==> src/rtl/pll_lock_supervisor.sv <==
`timescale 1ns/1ps
// PLL bring-up supervisor: holds the PLL in reset, waits for lock with a timeout and retries,
// qualifies lock, then releases downstream channel resets one by one. Lock loss re-runs the sequence.
module pll_lock_supervisor #(
    parameter int NUM_CH              = 4,
    parameter int RST_HOLD_CYCLES     = 16,
    parameter int LOCK_STABLE_CYCLES  = 1024,
    parameter int LOCK_TIMEOUT_CYCLES = 65536,
    parameter int STAGGER_CYCLES      = 8,
    parameter int MAX_RETRIES         = 3
) (
    input  logic                               clk_in,
    input  logic                               reset,
    input  logic                               enable,
    input  logic                               pll_lock_async,
    output logic                               pll_reset,
    output logic                               locked,
    output logic [NUM_CH-1:0]                  ch_reset,
    output logic                               fault,
    output logic [$clog2(MAX_RETRIES+1)-1:0]   retry_count,
    output logic [7:0]                         loss_count
);

    function automatic int max2(input int a, input int b);
        return (a > b) ? a : b;
    endfunction

    // The release window length is folded in so the counter always covers the whole stagger.
    localparam int MAXP = max2(max2(max2(RST_HOLD_CYCLES, LOCK_STABLE_CYCLES),
                                    max2(LOCK_TIMEOUT_CYCLES, STAGGER_CYCLES)),
                               max2(MAX_RETRIES, NUM_CH * STAGGER_CYCLES));
    localparam int CW   = $clog2(MAXP) + 1;
    localparam int RW   = $clog2(MAX_RETRIES + 1);

    typedef enum logic [2:0] {
        S_IDLE, S_HOLD, S_WAIT, S_STABLE, S_RELEASE, S_RUN, S_FAULT
    } state_t;

    state_t            r_state;
    state_t            w_next;
    logic [CW-1:0]     r_cnt;
    logic [CW-1:0]     w_cnt_next;
    logic              r_lock_meta;
    logic              r_lock_s;
    logic              r_pll_reset;
    logic              r_locked;
    logic              r_fault;
    logic [NUM_CH-1:0] r_ch_reset;
    logic [RW-1:0]     r_retry;
    logic [7:0]        r_loss;

    logic              w_pll_reset_next;
    logic              w_locked_next;
    logic              w_fault_next;
    logic [NUM_CH-1:0] w_ch_reset_next;
    logic [NUM_CH-1:0] w_ch_hit;
    logic [RW-1:0]     w_retry_next;
    logic [RW-1:0]     w_retry_inc;
    logic [7:0]        w_loss_next;
    logic              w_timeout;
    logic              w_lock_loss;

    always_ff @(posedge clk_in or posedge reset) begin
        if (reset) begin
            r_lock_meta <= 1'b0;
            r_lock_s    <= 1'b0;
        end else begin
            r_lock_meta <= pll_lock_async;
            r_lock_s    <= r_lock_meta;
        end
    end

    assign w_retry_inc = r_retry + 1'b1;
    assign w_timeout   = (r_state == S_WAIT) && !r_lock_s &&
                         (r_cnt == CW'(LOCK_TIMEOUT_CYCLES - 1));
    assign w_lock_loss = ((r_state == S_RELEASE) || (r_state == S_RUN)) && !r_lock_s;

    always_comb begin
        w_next = r_state;
        case (r_state)
            S_IDLE:    if (enable) w_next = S_HOLD;
            S_HOLD:    if (r_cnt == CW'(RST_HOLD_CYCLES - 1)) w_next = S_WAIT;
            S_WAIT: begin
                if (r_lock_s)       w_next = S_STABLE;
                else if (w_timeout) w_next = (w_retry_inc == RW'(MAX_RETRIES)) ? S_FAULT : S_HOLD;
            end
            S_STABLE: begin
                if (!r_lock_s) w_next = S_WAIT;
                else if (r_cnt == CW'(LOCK_STABLE_CYCLES - 1)) w_next = S_RELEASE;
            end
            S_RELEASE: begin
                if (!r_lock_s) w_next = S_HOLD;
                else if (r_cnt == CW'(NUM_CH * STAGGER_CYCLES - 1)) w_next = S_RUN;
            end
            S_RUN:     if (!r_lock_s) w_next = S_HOLD;
            S_FAULT:   w_next = S_FAULT;
            default:   w_next = S_IDLE;
        endcase
        // Dropping enable overrides every other transition.
        if (!enable && (r_state != S_IDLE)) w_next = S_IDLE;
    end

    generate
        for (genvar gi = 0; gi < NUM_CH; gi++) begin : g_ch
            assign w_ch_hit[gi] = (r_state == S_RELEASE) &&
                                  (r_cnt == CW'((gi + 1) * STAGGER_CYCLES - 1));
        end
    endgenerate

    always_comb begin
        w_pll_reset_next = (w_next == S_IDLE) || (w_next == S_HOLD) || (w_next == S_FAULT);
        w_locked_next    = (w_next == S_RELEASE) || (w_next == S_RUN);
        w_fault_next     = (w_next == S_FAULT);

        w_ch_reset_next = r_ch_reset & ~w_ch_hit;
        if (!w_locked_next) w_ch_reset_next = '1;

        w_retry_next = r_retry;
        if (w_timeout) w_retry_next = w_retry_inc;
        if ((r_state == S_STABLE) && (w_next == S_RELEASE)) w_retry_next = '0;
        if (w_next == S_IDLE) w_retry_next = '0;

        w_loss_next = r_loss;
        if (w_lock_loss && (w_next == S_HOLD) && (r_loss != 8'd255)) w_loss_next = r_loss + 8'd1;

        w_cnt_next = '0;
        if ((w_next == r_state) &&
            ((r_state == S_HOLD) || (r_state == S_WAIT) ||
             (r_state == S_STABLE) || (r_state == S_RELEASE)))
            w_cnt_next = r_cnt + 1'b1;
    end

    always_ff @(posedge clk_in or posedge reset) begin
        if (reset) begin
            r_state     <= S_IDLE;
            r_cnt       <= '0;
            r_pll_reset <= 1'b1;
            r_locked    <= 1'b0;
            r_fault     <= 1'b0;
            r_ch_reset  <= '1;
            r_retry     <= '0;
            r_loss      <= '0;
        end else begin
            r_state     <= w_next;
            r_cnt       <= w_cnt_next;
            r_pll_reset <= w_pll_reset_next;
            r_locked    <= w_locked_next;
            r_fault     <= w_fault_next;
            r_ch_reset  <= w_ch_reset_next;
            r_retry     <= w_retry_next;
            r_loss      <= w_loss_next;
        end
    end

    assign pll_reset   = r_pll_reset;
    assign locked      = r_locked;
    assign fault       = r_fault;
    assign ch_reset    = r_ch_reset;
    assign retry_count = r_retry;
    assign loss_count  = r_loss;

endmodule

==> config.mk <==
export PLATFORM = sky130hd
export DESIGN_NAME = pll_lock_supervisor
export DESIGN_NICKNAME = d
export VERILOG_FILES = /design/src/rtl/pll_lock_supervisor.sv
export SDC_FILE = /design/constraint.sdc
export NUM_CORES = 1
export LEC_CHECK = 0
export CORE_ASPECT_RATIO = 0.9
export CORE_UTILIZATION = 40
export DETAILED_ROUTE_END_ITERATION = 6
export GPL_TIMING_DRIVEN = 0
export PLACE_DENSITY = 0.7
export SLEW_MARGIN = 20
export SYNTH_ARGS = -nofsm -noshare
export SYNTH_HDL_FRONTEND = slang
export SYNTH_SLANG_ARGS = --single-unit
==> constraint.sdc <==
create_clock -name clk_in -period 2.83 [get_ports clk_in]
set_input_delay 0.566 -clock clk_in [delete_from_list [all_inputs] [get_ports clk_in]]
set_output_delay 0.566 -clock clk_in [all_outputs]
set_load 0.02 [all_outputs]
======== Yosys cells after proc, flatten, opt, wreduce, memory -nomap -nowiden ========
Index checks and enable logic that the tools add are counted.
word-level totals
  bits in registers ....................... 39
  latch bits .............................. 0
  memory bits (writable) .................. 0
  ROM bits ................................ 0
  input port bits ......................... 4
  output and inout bits ................... 17
  logic and storage cells ................. 76
  memories ................................ 0
cells by class
  add/subtract/negate cells ............... 3
  multiply operators ...................... 0
  divide/modulo/power cells ............... 0
  magnitude comparators ................... 0
  equal/unequal tests ..................... 19
  shift operators ......................... 0
  mux-type cells .......................... 17
  bitwise gates (word level) .............. 2
  reduce and logical (&&, ||, !) cells .... 25
operators with widths
  cell                     number
  $eq A17 B5 Y1 const B    2
  $mux W3                  11
  $pmux W3 S7              1
  $eq A3 B3 Y1 const B     6
  $add A17 B1 Y17 const B  1
  $eq A17 B10 Y1 const B   1
  $eq A17 B16 Y1 const B   1
  $eq A17 B3 Y1 const B    1
  $eq A17 B4 Y1 const B    1
  $mux W17                 1
  $logic_and A1 B1 Y1      12
  $add A8 B1 Y8 const B    1
  $ne A8 B8 Y1 const B     1
  $logic_or A1 B1 Y1       7
  $eq A3 B1 Y1 const B     2
  $eq A3 B2 Y1 const B     2
  $logic_not A3 Y1         2
  $mux W2                  3
  $reduce_bool A3 Y1       2
  $and A4 B4 Y4            1
  $mux W4                  1
  $not A4 Y4               1
  $eq A3 B3 Y1             1
  $add A2 B1 Y2 const B    1
  other kinds (2)          3

======== Logic depth before layout (Yosys ltp) ========
Gate-level depths: netlist (run 1).
  depth in word-level cells ............... 11
  gate-level depth with buffers ........... 12

======== Worst setup path before layout (run 1) ========
No wires, ideal clock.
  kind .................................... reg2reg
  from .................................... register r_cnt[2]
  to ...................................... register r_ch_reset[0] (netlist: ch_reset[0])
  setup time .............................. 91 ps
  arrival ................................. 2,623 ps
  required time ........................... 2,739 ps
  setup slack ............................. 116 ps
  cell stages (with the launch flop) ...... 12
  buffers on the path ..................... 2
  clock period less this slack ............ 2,714 ps
  cells stage by stage .................... dfrtp_1 buf_2 and4_1 buf_2 nand4_1 nor3_1 ha_1 or4b_1 o21a_1 o21a_1 nor4_4 nand2_1
between the ends
  word-level cells in the longest chain between the ends .. 9
  elaborated cells between the ends (all ways) .. 22
  those cells by class .................... eq/ne (7); mux (10); bitwise (2); reduce/logical (3)
RTL lines
  item                          RTL line  RTL
  from (decl)                   41        logic [CW-1:0] r_cnt;
  from (signal assigned)        145       r_cnt <= w_cnt_next;
  $eq A17 B16 Y1                75        (r_cnt == CW'(LOCK_TIMEOUT_CYCLES - 1));
  $logic_and A1 B1 Y1           74        assign w_timeout = (r_state == S_WAIT) && !r_lock_s &&
  $mux W3                       85        else if (w_timeout) w_next = (w_retry_inc == RW'(MAX_RETRIES)) ? S_FAULT : S_HOLD;
  $mux W3                       84        if (r_lock_s) w_next = S_STABLE;
  $pmux W3 S7 *                 80        case (r_state)
  $mux W3 *                     100       if (!enable && (r_state != S_IDLE)) w_next = S_IDLE;
  $eq A3 B3 Y1                  112       w_locked_next = (w_next == S_RELEASE) || (w_next == S_RUN);
  $logic_or A1 B1 Y1 *          112
  named net w_locked_next       53        logic w_locked_next;
  $mux W4 *                     116       if (!w_locked_next) w_ch_reset_next = '1;
  named net w_ch_reset_next[0]  55        logic [NUM_CH-1:0] w_ch_reset_next;
  to (signal assigned)          149       r_ch_reset <= w_ch_reset_next;
  to (decl)                     48        logic [NUM_CH-1:0] r_ch_reset;
Mark *: on every way through the listed nets, which the timed path passes. The rest lies on a longest branch.
A chain may end at the register's enable or synchronous reset.

======== Worst setup path in the final report (run 1) ========
  from .................................... register r_cnt[9]
  to ...................................... register r_fault (netlist: fault)
between the ends
  word-level cells in the longest chain between the ends .. 7
  elaborated cells between the ends (all ways) .. 15
  those cells by class .................... eq/ne (5); mux (9); reduce/logical (1)
RTL lines
  item                    RTL line  RTL
  $eq A17 B16 Y1          75
  $logic_and A1 B1 Y1     74
  $mux W3                 85
  $mux W3                 84
  $pmux W3 S7 *           80
  $mux W3 *               100
  named net w_next[1]     40        state_t w_next;
  $eq A3 B3 Y1 *          113       w_fault_next = (w_next == S_FAULT);
  named net w_fault_next  54        logic w_fault_next;
  to (signal assigned)    148       r_fault <= w_fault_next;
  to (decl)               47        logic r_fault;
Marked as above.

==> run metrics, run 1 <==
status=complete, no violations; Seq/Total Area, Yosys=0.396; unique cell type count in the Yosys netlist=53; CTS tree=yes; kind of critical path=flip-flop to flip-flop; Avg Inst Size Synth=9.60 um2; First-pass DRT Iterations=6; Root Buffer=clkbuf_8; post-DR wirelength/cell=15.3 um; WP data arrival=2940 ps; Final period util=0.972; Slew @ Worst Pin=949 ps; peak supply drop=0.297 mV; final period demand of the worst path=2750 ps; Post-Syn Area=2480 um2; die height=76.7 um; CTS Buffer Depth=2; top cell type's share of synthesized area=0.343; register bit total from synthesis=39; relative slew slack=0.367; CTS Buf Count=5; vias per std cell=5.62; first-pass GRT wire length=9.14 mm; commonest cells after routing, fill and taps aside=32 x dfrtp_1, 27 x nand3_1, 23 x nand2_1; Critical Path RT=3020 ps; dpl cells=349; number of port buffers=20; Syn-to-layout area delta=20.8%; Hold Path Class=flip-flop to flip-flop; Critical R2R Launch=r_cnt[9]; vias in the first global route=1911; GP Congestion=0.840; Layout Nets=300; row cnt=26; CP Cell Sequence=and4_1 -> buf_2 -> nand4_1 -> nor3_2 -> ha_2 -> or4b_4 -> o21a_1 -> o21a_1 -> o21a_1 -> nor3b_1; final hold viol count=0; Synth Instances=258; Post-DRT Antenna Nets=0; Final Skew=3.59 ps; post-cts hold buffer count=0; Crit-path slowest cell=or4b_4; commonest non-fill, non-tap cell in the layout=dfrtp_1; Skew-Pair Late Insertion Delay=300 ps; Post-synth top flop=dfrtp_1; Core ar.=5820 um2; largest net degree at the start of global routing=26; Clk pin slew, worst setup/hold paths=90 ps; Post-synth ARST share=1.00; # H-tree levels=2; power density over the cells=487 nW/um2; share of post-route cells with drive strength above 1=0.171; EDFF count, synth=0; Core Util, Final=0.514; syn_nets=266; IO Pins=21; fmax=364 MHz; synth warn=0; CP peak stage delay=470 ps; initial antenna violation count=0; post-detailed-routing wire length=5.56 mm; DR iter-0 viols=134; CP startpoint kind=flip-flop; CTS sink cnt=39; Final Max Slew Viols=0; Hold Crit Start=r_lock_meta; post-route non-filler standard cell count=363; LEAKAGE=1.22 nW; Vias=2039; crit end category=flip-flop; max cap viols=0; final setup vio count=0; crit path max fanout=6; drt drc=0; Diodes inserted=0; most used cell, CP=o21a_1; Initial Util=0.425; leading area contributor after synthesis=dfrtp_1; GRT Total Usage=0.177; DIE WIDTH=85.0 um; HPWL after detailed placement=3.91 mm; die area=6510 um2; GRT overflow=0; Worst Setup SP=r_cnt[9]; top cells by area, synth=dfrtp_1 34%, mux2i_1 6.9%, nand3_1 5.5%
worst paths after layout:
check	endpoint	slack, ps	depth (start not counted)
hold reg to reg	r_lock_s	360	0
min in group asynchronous	loss_count[0]	540	2
hold / removal	r_lock_s	360	0
max in group asynchronous	pll_reset	1780	3
setup reg to reg	fault	80	10
setup / recovery	fault	80	10
metrics by stage:
stage | hold slack, ps | power, mW | setup slack, ps | cell area, um2 | setup TNS, ps
after CTS | 358 | 1.46 | 15.6 | 2930 | 0
after floorplan | 331 | 0.894 | 116 | 2480 | 0
after global placement | 335 | 0.965 | -261 | 2770 | -2060
final | 356 | 1.46 | 79.1 | 2990 | 0
after global routing | 372 | 1.52 | -7.99 | 2990 | -7.99
after detailed placement | 340 | 0.972 | -254 | 2790 | -2160
where the power goes:
group,total (mW),switching (mW),internal (mW),leakage (nW)
sequential,0.584,0.0107,0.573,0.516
combinational,0.385,0.225,0.160,0.647
clock,0.489,0.223,0.266,0.0548
state kept, by name (all words and copies together) (netlist names):
name	cells
fault	1
r_state	3
r_lock_s	1
r_lock_meta	1
retry_count	2
loss_count	8
locked	1
ch_reset	4
r_cnt	17
pll_reset	1
layout make-up:
| cell class | instances | area (um2) |
|---|---|---|
| fill | 529 | 2830 |
| multi-input combinational | 192 | 1390 |
| sequential | 39 | 985 |
| timing repair buffer | 27 | 265 |
| buffer | 15 | 108 |
| tap | 70 | 87.6 |
| clock buffer | 5 | 68.8 |
| clock inverter | 3 | 46.3 |
| inverter | 12 | 45.0 |
kinds of logic (layout without fill, tap and decap cells):
logic type / count (synthesis) / after routing / synth area share
XOR/XNOR: 19 / 19 / 0.0672
flip-flops: 39 / 39 / 0.396
adder cells (fa/ha/maj): 4 / 4 / 0.0202
buffers and inverters: 27 / 62 / 0.0571
AND/OR/NAND/NOR: 107 / 107 / 0.263
AO/OA/AOI/OAI: 44 / 44 / 0.123
multiplexers: 18 / 18 / 0.0732
Yosys cell counts, drive strengths merged (2+ instances only):
cell	count
nand3b	3
mux2i	17
o21ai	11
nor3	6
ha	4
and3b	2
a21oi	5
buf	12
and4	4
nand2b	3
dfrtp	34
nor2b	3
nor4b	3
nand4	7
and2	3
nand2	23
xnor2	10
o211ai	8
a31oi	2
or4	2
nor4	3
inv	12
o31ai	3
and3	3
nand3	27
xor2	9
dfstp	5
clkbuf	3
o21a	7
nor2	10
timing repair:
item                                    CTS  global route
gates cloned                              0             0
buffers inserted                          2             4
endpoints found under the setup margin   14            14
pin swaps                                 4             4
resized for setup                         3            12
metal layers:
metal | wire (um) | vias to the layer above | GRT usage
met5 | 0 | - | 0
li1 | - | 1001 | -
met2 | 2540 | 41 | 0.260
met1 | 2750 | 988 | 0.259
met4 | 100 | 0 | 0.0712
met3 | 158 | 9 | 0.0291
worst max-delay path, delay by kind of cell, from the launching register on:
family,cells,cell delay (ps)
adder cells (fa/ha/maj),1,230
AND/OR/NAND/NOR,5,1190
flip-flops,1,460
buffers and inverters,1,160
AO/OA/AOI/OAI,3,600
No activity file was read; power rests on OpenSTA's default activity.
==> run 2: changes to the inputs <==
Settings changed: RECOVER_POWER from default to 100.
==> run metrics, run 2 (synthesis gave the netlist of run 1 again) <==
die height=76.7 um (unchanged); CP Cell Sequence=and4_1 -> buf_2 -> nand4_1 -> nor3_2 -> ha_2 -> or4b_4 -> o21a_1 -> o21a_1 -> o21a_1 -> nor3b_1; final period demand of the worst path=2720 ps (-30.7 ps); final hold viol count=0 (unchanged); # H-tree levels=2 (unchanged); post-detailed-routing wire length=5.53 mm (-0.47%); CTS Buffer Depth=2 (unchanged); Clk pin slew, worst setup/hold paths=80 ps (about the same); Final Max Slew Viols=0 (unchanged); Largest register FFs=17 (unchanged); CTS tree=yes; CTS Buf Count=5 (unchanged); setup_tns=0 ps (unchanged); final setup vio count=0 (unchanged); commonest cells after routing, fill and taps aside=32 x dfrtp_1, 27 x nand3_1, 23 x nand2_1; share of post-route cells with drive strength above 1=0.164 (-0.00683); power density over the cells=484 nW/um2 (-0.61%); Hold Path Class=flip-flop to flip-flop; Diodes inserted=0 (unchanged); total power=1.44 mW (-1.1%); initial antenna violation count=0 (unchanged); WP data arrival=2910 ps (-30 ps); Post-DRT Antenna Nets=0 (unchanged); Final Skew=1.85 ps (-1.74 ps); GRT Total Usage=0.177 (unchanged); row cnt=26 (unchanged); Core Util, Final=0.511 (-0.00236); Critical R2R Launch=r_cnt[9]; Initial Util=0.425 (unchanged); First-pass DRT Iterations=6 (unchanged); post-DR wirelength/cell=15.2 um (-0.47%); Core ar.=5820 um2 (unchanged); Vias=2051 (+0.59%); commonest non-fill, non-tap cell in the layout=dfrtp_1; Cell Area, Placed=2790 um2 (unchanged); crit path max fanout=6 (unchanged); first-pass GRT wire length=9.14 mm (unchanged); cells on worst reg2reg path=10 (unchanged); R2R Setup Slk=110 ps (+30 ps); Layout Nets=300 (unchanged); Hold Crit Start=r_lock_meta; HPWL after detailed placement=3.91 mm (unchanged); IO Pins=21 (unchanged); relative slew slack=0.232 (-0.136); Slew @ Worst Pin=1150 ps (+204 ps); CTS sink cnt=39 (unchanged); Layout fillers=533 (+0.76%); Final period util=0.961 (-0.0108); Endpoint, Worst Hold=r_lock_s; Critical Path RT=3020 ps (about the same); vias per std cell=5.65 (+0.59%); Syn-to-layout area delta=20.2%; LEAKAGE=1.25 nW (+2.5%); drt drc=0 (unchanged); largest net degree at the start of global routing=26 (unchanged); max cap viols=0 (unchanged); peak supply drop=0.297 mV (+0.21%); Crit-path slowest cell=or4b_4; CP startpoint kind=flip-flop; kind of critical path=flip-flop to flip-flop; fmax=368 MHz (+1.1%); status=complete, no violations; number of port buffers=20 (unchanged); WHS=355 ps (-0.505 ps); Reg-to-Reg End=fault; vias in the first global route=1911 (unchanged); DR iter-0 viols=134 (unchanged); hold path cells=0 (unchanged); die area=6510 um2 (unchanged); CP peak stage delay=470 ps (about the same); Skew-Pair Late Insertion Delay=300 ps (about the same); DIE WIDTH=85.0 um (unchanged); GP Congestion=0.840 (unchanged); Biggest register=r_cnt; GRT overflow=0 (unchanged); design area=2980 um2 (-0.46%); crit end category=flip-flop; most used cell, CP=o21a_1; Root Buffer=clkbuf_8
==> run 2: worst max-delay path by stage <==
stage,start,to,slack (ps),depth (start not counted)
2_1_floorplan,r_cnt[2],ch_reset[0],120,11
3_3_place_gp,r_cnt[2],ch_reset[3],-260,11
3_5_place_dp,r_cnt[2],ch_reset[2],-250,11
4_1_cts,r_cnt[2],fault,20,11
5_1_grt,r_cnt[9],fault,-8,10
6_report,r_cnt[9],fault,110,10
==> run 2: cell type report <==
cell class / count / area (um2) / area share
multi-input combinational: 192 / 1390 / 0.466
clock inverter: 3 / 46.3 / 0.0155
timing repair buffer: 27 / 258 / 0.0866
clock buffer: 5 / 68.8 / 0.0231
tap: 70 / 87.6 / 0.0294
inverter: 12 / 45.0 / 0.0151
sequential: 39 / 985 / 0.331
buffer: 15 / 101 / 0.0340
==> run 2: per-layer routing <==
metal,global-route usage,wire (um),vias up,share of wire
met2,0.260,2560,42,0.46
met3,0.0291,168,9,0.030
met1,0.259,2720,996,0.49
li1,-,-,1004,-
met4,0.0712,90,0,0.016
met5,0,0,-,0
==> run 2: worst max-delay path: cells and delay by family (launching register included) <==
kind,cells,cell delay (ps)
and+or+nand+nor,5,1180
AOI/OAI and AO/OA,3,600
DFF,1,440
adders and majority gates,1,230
buffers and inverters,1,160
==> run 2: power breakdown <==
part / internal (mW) / switching, mW
sequential: 0.573 / 0.0104
combinational: 0.148 / 0.224
clock: 0.266 / 0.221
total: 0.987 / 0.455
==> run 2: repair_timing <==
item                                    in CTS  in global routing
pin swaps                                    4                  4
resized for setup                            3                 12
endpoints found under the hold margin        0                  0
setup buffers                                2                  4
hold buffers                                 0                  0
gates cloned                                 0                  0
endpoints found under the setup margin      14                 14
==> run 2: per-stage QoR <==
step,std cells,setup slack [ps]
global route,363,-7.99
CTS,359,15.6
detailed placement,349,-254
finish,363,110
global placement,348,-261
floorplan,258,116
